## src/rtl/uart_tx_fifo.sv

```systemverilog
// Transmit byte FIFO between the echo/control FSM and the UART transmitter.
// Queues single-cycle write strobes and drains them one frame at a time via tx_start/tx_done.
module uart_tx_fifo #(
    parameter int DATA_WIDTH = 8,
    parameter int DEPTH_LOG2 = 4
) (
    input  logic                  clk_50M,
    input  logic                  reset,
    input  logic                  wr_en,
    input  logic [DATA_WIDTH-1:0] wr_data,
    input  logic                  clr_overflow,
    output logic                  full,
    output logic                  empty,
    output logic [DEPTH_LOG2:0]   count,
    output logic                  overflow,
    output logic [DATA_WIDTH-1:0] tx_data,
    output logic                  tx_start,
    input  logic                  tx_done,
    output logic                  busy,
    output logic [2:0]            state_dbg
);

    localparam int DEPTH = 1 << DEPTH_LOG2;
    localparam int CW    = DEPTH_LOG2 + 1;

    // Handshake: a byte is popped only from IDLE; tx_start pulses for one cycle
    // and the byte stays on tx_data until the transmitter returns a tx_done pulse.
    typedef enum logic [2:0] {
        IDLE      = 3'b001,
        START     = 3'b010,
        WAIT_DONE = 3'b100
    } state_t;

    state_t                  state_q, state_d;
    logic [DEPTH_LOG2-1:0]   wptr_q, wptr_d;
    logic [DEPTH_LOG2-1:0]   rptr_q, rptr_d;
    logic [CW-1:0]           count_q, count_d;
    logic                    full_q, full_d;
    logic                    empty_q, empty_d;
    logic                    overflow_q, overflow_d;
    logic [DATA_WIDTH-1:0]   tx_data_q, tx_data_d;
    logic                    tx_start_q, tx_start_d;
    logic                    busy_q, busy_d;
    logic [DATA_WIDTH-1:0]   mem_q [DEPTH];
    logic                    wr_ok;
    logic                    pop;

    assign wr_ok = wr_en && !full_q;

    always_comb begin
        state_d    = state_q;
        wptr_d     = wptr_q;
        rptr_d     = rptr_q;
        tx_data_d  = tx_data_q;
        tx_start_d = tx_start_q;
        overflow_d = overflow_q;
        pop        = 1'b0;

        unique case (state_q)
            IDLE: begin
                if (!empty_q) begin
                    pop       = 1'b1;
                    tx_data_d = mem_q[rptr_q];
                    rptr_d    = rptr_q + DEPTH_LOG2'(1);
                    state_d   = START;
                end
            end
            START: begin
                tx_start_d = 1'b1;
                state_d    = WAIT_DONE;
            end
            WAIT_DONE: begin
                tx_start_d = 1'b0;
                if (tx_done) state_d = IDLE;
            end
            default: begin
                tx_start_d = 1'b0;
                state_d    = IDLE;
            end
        endcase

        if (wr_ok) wptr_d = wptr_q + DEPTH_LOG2'(1);

        count_d = count_q + CW'(wr_ok) - CW'(pop);
        full_d  = (count_d == CW'(DEPTH));
        empty_d = (count_d == '0);

        // A dropped write takes priority over a same-cycle clear.
        if (wr_en && full_q)   overflow_d = 1'b1;
        else if (clr_overflow) overflow_d = 1'b0;

        busy_d = (state_d != IDLE);
    end

    always_ff @(posedge clk_50M or negedge reset) begin
        if (!reset) begin
            state_q    <= IDLE;
            wptr_q     <= '0;
            rptr_q     <= '0;
            count_q    <= '0;
            full_q     <= 1'b0;
            empty_q    <= 1'b1;
            overflow_q <= 1'b0;
            tx_data_q  <= '0;
            tx_start_q <= 1'b0;
            busy_q     <= 1'b0;
        end else begin
            state_q    <= state_d;
            wptr_q     <= wptr_d;
            rptr_q     <= rptr_d;
            count_q    <= count_d;
            full_q     <= full_d;
            empty_q    <= empty_d;
            overflow_q <= overflow_d;
            tx_data_q  <= tx_data_d;
            tx_start_q <= tx_start_d;
            busy_q     <= busy_d;
        end
    end

    // Storage needs no reset: empty/count gate every read.
    always_ff @(posedge clk_50M) begin
        if (wr_ok) mem_q[wptr_q] <= wr_data;
    end

    assign full      = full_q;
    assign empty     = empty_q;
    assign count     = count_q;
    assign overflow  = overflow_q;
    assign tx_data   = tx_data_q;
    assign tx_start  = tx_start_q;
    assign busy      = busy_q;
    assign state_dbg = state_q;

endmodule
```

## config.mk

```make
export PLATFORM = sky130hd
export DESIGN_NAME = uart_tx_fifo
export DESIGN_NICKNAME = d
export VERILOG_FILES = /design/src/rtl/uart_tx_fifo.sv
export SDC_FILE = /design/constraint.sdc
export NUM_CORES = 1
export LEC_CHECK = 0
export ABC_AREA = 1
export CAP_MARGIN = 0
export CORE_MARGIN = 2
export CORE_UTILIZATION = 50
export CTS_CLUSTER_SIZE = 30
export DETAILED_ROUTE_END_ITERATION = 12
export GPL_ROUTABILITY_DRIVEN = 1
export PLACE_DENSITY = 0.68
export SLEW_MARGIN = 5
export SYNTH_ARGS = -nofsm -noshare
export SYNTH_HDL_FRONTEND = slang
export SYNTH_SLANG_ARGS = --single-unit
```

## constraint.sdc

```tcl
create_clock -name clk_50M -period 3.15 [get_ports clk_50M]
set_clock_uncertainty 0.05 [all_clocks]
set_input_delay 0.4725 -clock clk_50M [delete_from_list [all_inputs] [get_ports clk_50M]]
set_output_delay 0.4725 -clock clk_50M [all_outputs]
set_load 0.005 [all_outputs]
```

### Word level (Yosys, flattened, before mapping)

Memory sizes are Yosys's and may differ from the RTL's. A register that Yosys moved wholly into a read port is not among the register bits.
Index checks and enable logic that the tools add are counted.

| word-level totals | value |
|---|---|
| memories | 1 |
| word-level logic and storage cells | 37 |
| bits in writable memories | 128 |
| input port bits | 13 |
| register bits | 21 |
| output and inout bits | 21 |

Memory list:

| name | depth | bits a word | read ports | clocked after memory_dff | wr ports | RTL line | source |
|---|---|---|---|---|---|---|---|
| mem_q | 16 | 8 | 1 | 1 | 1 | 44 | `logic [DATA_WIDTH-1:0] mem_q [DEPTH];` |

| cells by class | value |
|---|---|
| reduce and logical (&&, ||, !) cells | 7 |
| bitwise logic cells | 1 |
| multiplexer cells | 10 |
| equal/unequal tests | 5 |
| add/sub/neg operators | 4 |

Operators with widths:

| cell | number |
|---|---|
| case mux 3 bit (3 select lines) | 1 |
| adder 4 x 1 -> 4 bit (second input constant) | 2 |
| two-way mux 1 bit | 6 |
| two-way mux 3 bit | 2 |
| adder 5 x 1 -> 5 bit | 1 |
| equality test 5 bit (second input constant) | 1 |
| logical NOT 5 bit | 1 |
| subtractor 5 x 1 -> 5 bit | 1 |
| equality test 3 x 1 -> 1 bit (second input constant) | 1 |
| equality test 3 x 2 -> 1 bit (second input constant) | 1 |
| equality test 3 bit (second input constant) | 1 |
| != test 3 x 1 -> 1 bit (second input constant) | 1 |
| logical AND 1 bit | 2 |
| logical NOT 1 bit | 2 |
| case mux 1 bit (2 select lines) | 1 |
| AND reduction 2 bit | 1 |
| nonzero test 2 bit | 1 |
| NOT 1 bit | 1 |

### Longest topological paths before layout

| depth | value |
|---|---|
| depth in word-level cells | 5 |
| mapped depth | 12 |
| depth with buffers taken out | 11 |

### Worst setup path after synthesis

OpenSTA, ideal clock, no wires.

| timing | value |
|---|---|
| path type | register -> register |
| from | register state_q[0] (netlist: state_dbg[0]) |
| to | register full_q (netlist: full) |
| setup slack | 666 ps |
| data required time | 3033 ps |
| arrival | 2367 ps |
| cell stages (with the launch flop) | 10 |
| clock period less this slack | 2484 ps |
| path buffers | 1 |
| cells stage by stage | dfstp_2 nand3_1 nor2_1 buf_4 ha_1 inv_1 ha_1 fa_1 nor3_1 and3_1 |

| between the ends | value |
|---|---|
| word-level cells in the longest chain between the ends | 4 |

RTL lines:

| what | RTL line | source |
|---|---|---|
| from (decl) | 34 | `state_t state_q, state_d;` |
| from (signal assigned) | 108 | `state_q <= state_d;` |
| equality test 3 x 1 -> 1 bit | 59 | `unique case (state_q)` |
| two-way mux 1 bit | 59 |  |
| named net pop | 46 | `logic pop;` |
| subtractor 5 x 1 -> 5 bit | 84 | `count_d = count_q + CW'(wr_ok) - CW'(pop);` |
| named net count_d[1] | 37 | `logic [CW-1:0] count_q, count_d;` |
| equality test 5 bit | 85 | `full_d = (count_d == CW'(DEPTH));` |
| named net full_d | 38 | `logic full_q, full_d;` |
| to (signal assigned) | 112 | `full_q <= full_d;` |
| to (decl) | 38 |  |

The timed path passes the listed nets, and every way through them passes these cells.
A chain may end at the register's enable or synchronous reset.

### Worst setup path in the final report

| timing | value |
|---|---|
| from | register state_q[0] (netlist: state_dbg[0]) |
| to | register full_q (netlist: full) |

| between the ends | value |
|---|---|
| word-level cells in the longest chain between the ends | 4 |

RTL lines:

| what | RTL line |
|---|---|
| equality test 3 x 1 -> 1 bit | 59 |
| two-way mux 1 bit | 59 |
| subtractor 5 x 1 -> 5 bit | 84 |
| named net count_d[2] | 37 |
| equality test 5 bit | 85 |
| named net full_d | 38 |

The timed path passes the listed nets, and every way through them passes these cells.

==> flow_metrics.env <==
export IMPL_antenna_found_initial=0
export IMPL_drt_iter0_drc=482
export IMPL_finalSetupViolations=0
export IMPL_drive_above_1_share=0.0620
export IMPL_p_clk_frac=0.271
export IMPL_tightest_slew_ps=1090
export IMPL_cts_root_buf="clkbuf_16"
export IMPL_syn_area_per_cell_um2=10.3
export IMPL_slew_headroom=0.270
export IMPL_cts_num_sinks=157
export IMPL_postRouteAntennaNets=0
export IMPL_yosysTopAreaCellShare=0.564
export IMPL_cpMostUsedCell="ha_1"
export IMPL_power_leakage_nw=3.44
export IMPL_yosys_area_top_type="edfxtp_1"
export IMPL_startpoint_type="flip-flop"
export IMPL_dp_hpwl_mm=9.54
export IMPL_dp_slack_ps=317
export IMPL_p_per_area_nw_per_um2=941
export IMPL_synthCells=662
export IMPL_initial_utilization=0.513
export IMPL_intPower_mw=4.69
export IMPL_cts_setup_buffers=0
export IMPL_end_kind="flip-flop"
export IMPL_min_path_type="flip-flop to flip-flop"
export IMPL_final_common_cell="nand2_1"
export IMPL_grt_usage=0.225
export IMPL_ys_seq_elements=157
export IMPL_pwr_share_seq=0.373
export IMPL_io_buffers=33
export IMPL_fin_crit_sh=0.777
export IMPL_grt_pass1_wl_mm=24.0
export IMPL_final_max_slew_viol_count=0
export IMPL_syn_area_um2=6820
export IMPL_setup_tns_ps=0
export IMPL_drc_errors=0
export IMPL_min_period_ps=2450
export IMPL_path_max_fanout=3
export IMPL_grt_overflow=0
export IMPL_synth_edf_count=128
export IMPL_r2r_slack_ps=700
export IMPL_grt_pass1_vias=4439
export IMPL_total_power_mw=7.41
export IMPL_die_area_um2=14600
export IMPL_firstDrtPassIters=5
export IMPL_yosys_top_cells_area="edfxtp_1, nand2_1, dfrtp_1, nand3_1, inv_1"
export IMPL_crit_path_cell_trace="nand3_1, nor2_1, ha_1, inv_1, ha_1, fa_1, xor2_1, nor3_1, and3_1"
export IMPL_core_region_area_um2=13300
export IMPL_holdWs_ps=432
export IMPL_p_sw_mw=2.71
export IMPL_finalWirelength_mm=15.1
export IMPL_clock_path_buffers=2
export IMPL_ctsResizeCount=0
export IMPL_combPwrFrac=0.356
export IMPL_cts_tree="built"
export IMPL_maxCapViolations=0
export IMPL_globalplace_congestion=0.847
export IMPL_status="completed"
export IMPL_vias=4604
export IMPL_clk_insertion_delay_late_ps=420
export IMPL_holdBufCountCts=0
export IMPL_swShare=0.366
export IMPL_vdd_drop_max_mv=0.595
export IMPL_viasPerCell=5.20
export IMPL_yosysUniqueCellTypes=23
export IMPL_finish_net_count=721
export IMPL_rsz0062_at_grt="no"
export IMPL_synth_seq_area_share=0.671
export IMPL_wl_per_cell_um=17.0
export IMPL_clkTransAtPathRegs_ps=60
export IMPL_critPathArrivalTime_ps=2750
export IMPL_insertedDiodeCount=0
export IMPL_setup_ws_ps=701
export IMPL_ios=34
export IMPL_syn_nets=686
export IMPL_crit_type="flip-flop to flip-flop"
export IMPL_synthFlopType="edfxtp_1"
export IMPL_hold_violations=0
export IMPL_area_delta_synth_final_pct=15.4
export IMPL_die_h_um=121
export IMPL_final_cell_mix="nand2_1, edfxtp_1, inv_1, nand3_1, clkdlybuf4s50_1"
export IMPL_grt_start_max_net_pins=68
export IMPL_die_w_um=121
export IMPL_cts_buffers=17
export IMPL_critical_path_max_stage_delay_ps=540
export IMPL_crit_required_ps=3460
export IMPL_rows=42
export IMPL_max_freq_mhz=408
export IMPL_async_reset_ff_frac=0.185
export IMPL_cts_max_level=4
export IMPL_ys_warn_count=0
export IMPL_cp_slowest_cell="dfstp_2"
==> cell type report <==
cell class,count,area (um^2)
clock inverter,13,141
multi-input combinational,361,1660
timing repair buffer,41,390
sequential,157,4570
tap,176,220
fill,1075,5430
clock buffer,19,443
inverter,119,447
==> layer usage <==
metal,part of all wire,GRT usage,up-vias,routed length [um]
li1,-,-,2192,-
met1,0.42,0.303,2210,6360
met2,0.48,0.354,173,7300
met3,0.073,0.0519,29,1100
met4,0.023,0.0923,0,348
met5,0,0,-,0
==> metrics by stage <==
stage,cells,utilization,instance area [um^2]
2_1_floorplan,662,-,6820
3_3_place_gp,854,0.548,7290
3_5_place_dp,854,0.548,7290
4_1_cts,886,0.592,7870
5_1_grt,886,0.592,7870
6_report,886,0.592,7870
==> power groups by stage <==
stage	sequential (mW)	clock, mW	combinational, mW
floorplan	2.77	0	1.77
global placement	2.79	0	2.51
detailed placement	2.80	0	2.58
CTS	2.76	2.03	2.60
global route	2.80	2.13	2.93
finish	2.77	2.01	2.64
==> final timing paths <==
kind | from | endpoint | cells past startpoint
min in group asynchronous | reset | tx_data[2]$_DFFE_PN0P_ | 1
worst min-delay path | tx_data[5]$_DFFE_PN0P_ | tx_data[5]$_DFFE_PN0P_ | 2
worst max-delay path | state_dbg[0]$_DFF_PN1_ | full$_DFF_PN0_ | 9
worst min register to register | tx_data[5]$_DFFE_PN0P_ | tx_data[5]$_DFFE_PN0P_ | 2
max in group asynchronous | reset | empty$_DFF_PN1_ | 2
worst max register to register | state_dbg[0]$_DFF_PN1_ | full$_DFF_PN0_ | 9
==> flip-flops by register name (all words and copies together) (netlist names) <==
register / flops
full: 1
tx_data: 8
busy: 1
wptr_q: 4
rptr_q: 4
mem_q: 128
empty: 1
tx_start: 1
state_dbg: 3
overflow: 1
count: 5
==> logic make-up after synthesis <==
kind of cell,after synthesis,share of synthesized area
and+or+nand+nor,333,0.204
DFF,157,0.671
buffers and inverters,144,0.0866
adders and majority gates,11,0.0213
xor gates and xnor gates,10,0.0128
AOI/OAI and AO/OA,7,0.00514
==> synth_stat cells (5+ instances only) <==
cell,n
dfrtp_1,27
ha_1,10
o21ai_0,5
nor2_1,20
nand3_1,101
inv_1,116
nand2_1,207
buf_2,13
buf_4,9
xor2_1,8
edfxtp_1,128
==> worst max-delay path: cells and delay by family, from the launching register on <==
kind,cells,cell delay [ps]
adder cells (fa/ha/maj),3,770
flip-flops,1,540
buffers and inverters,1,40
AND/OR/NAND/NOR,4,790
XOR/XNOR,1,200
No activity file was read; power rests on OpenSTA's default activity.
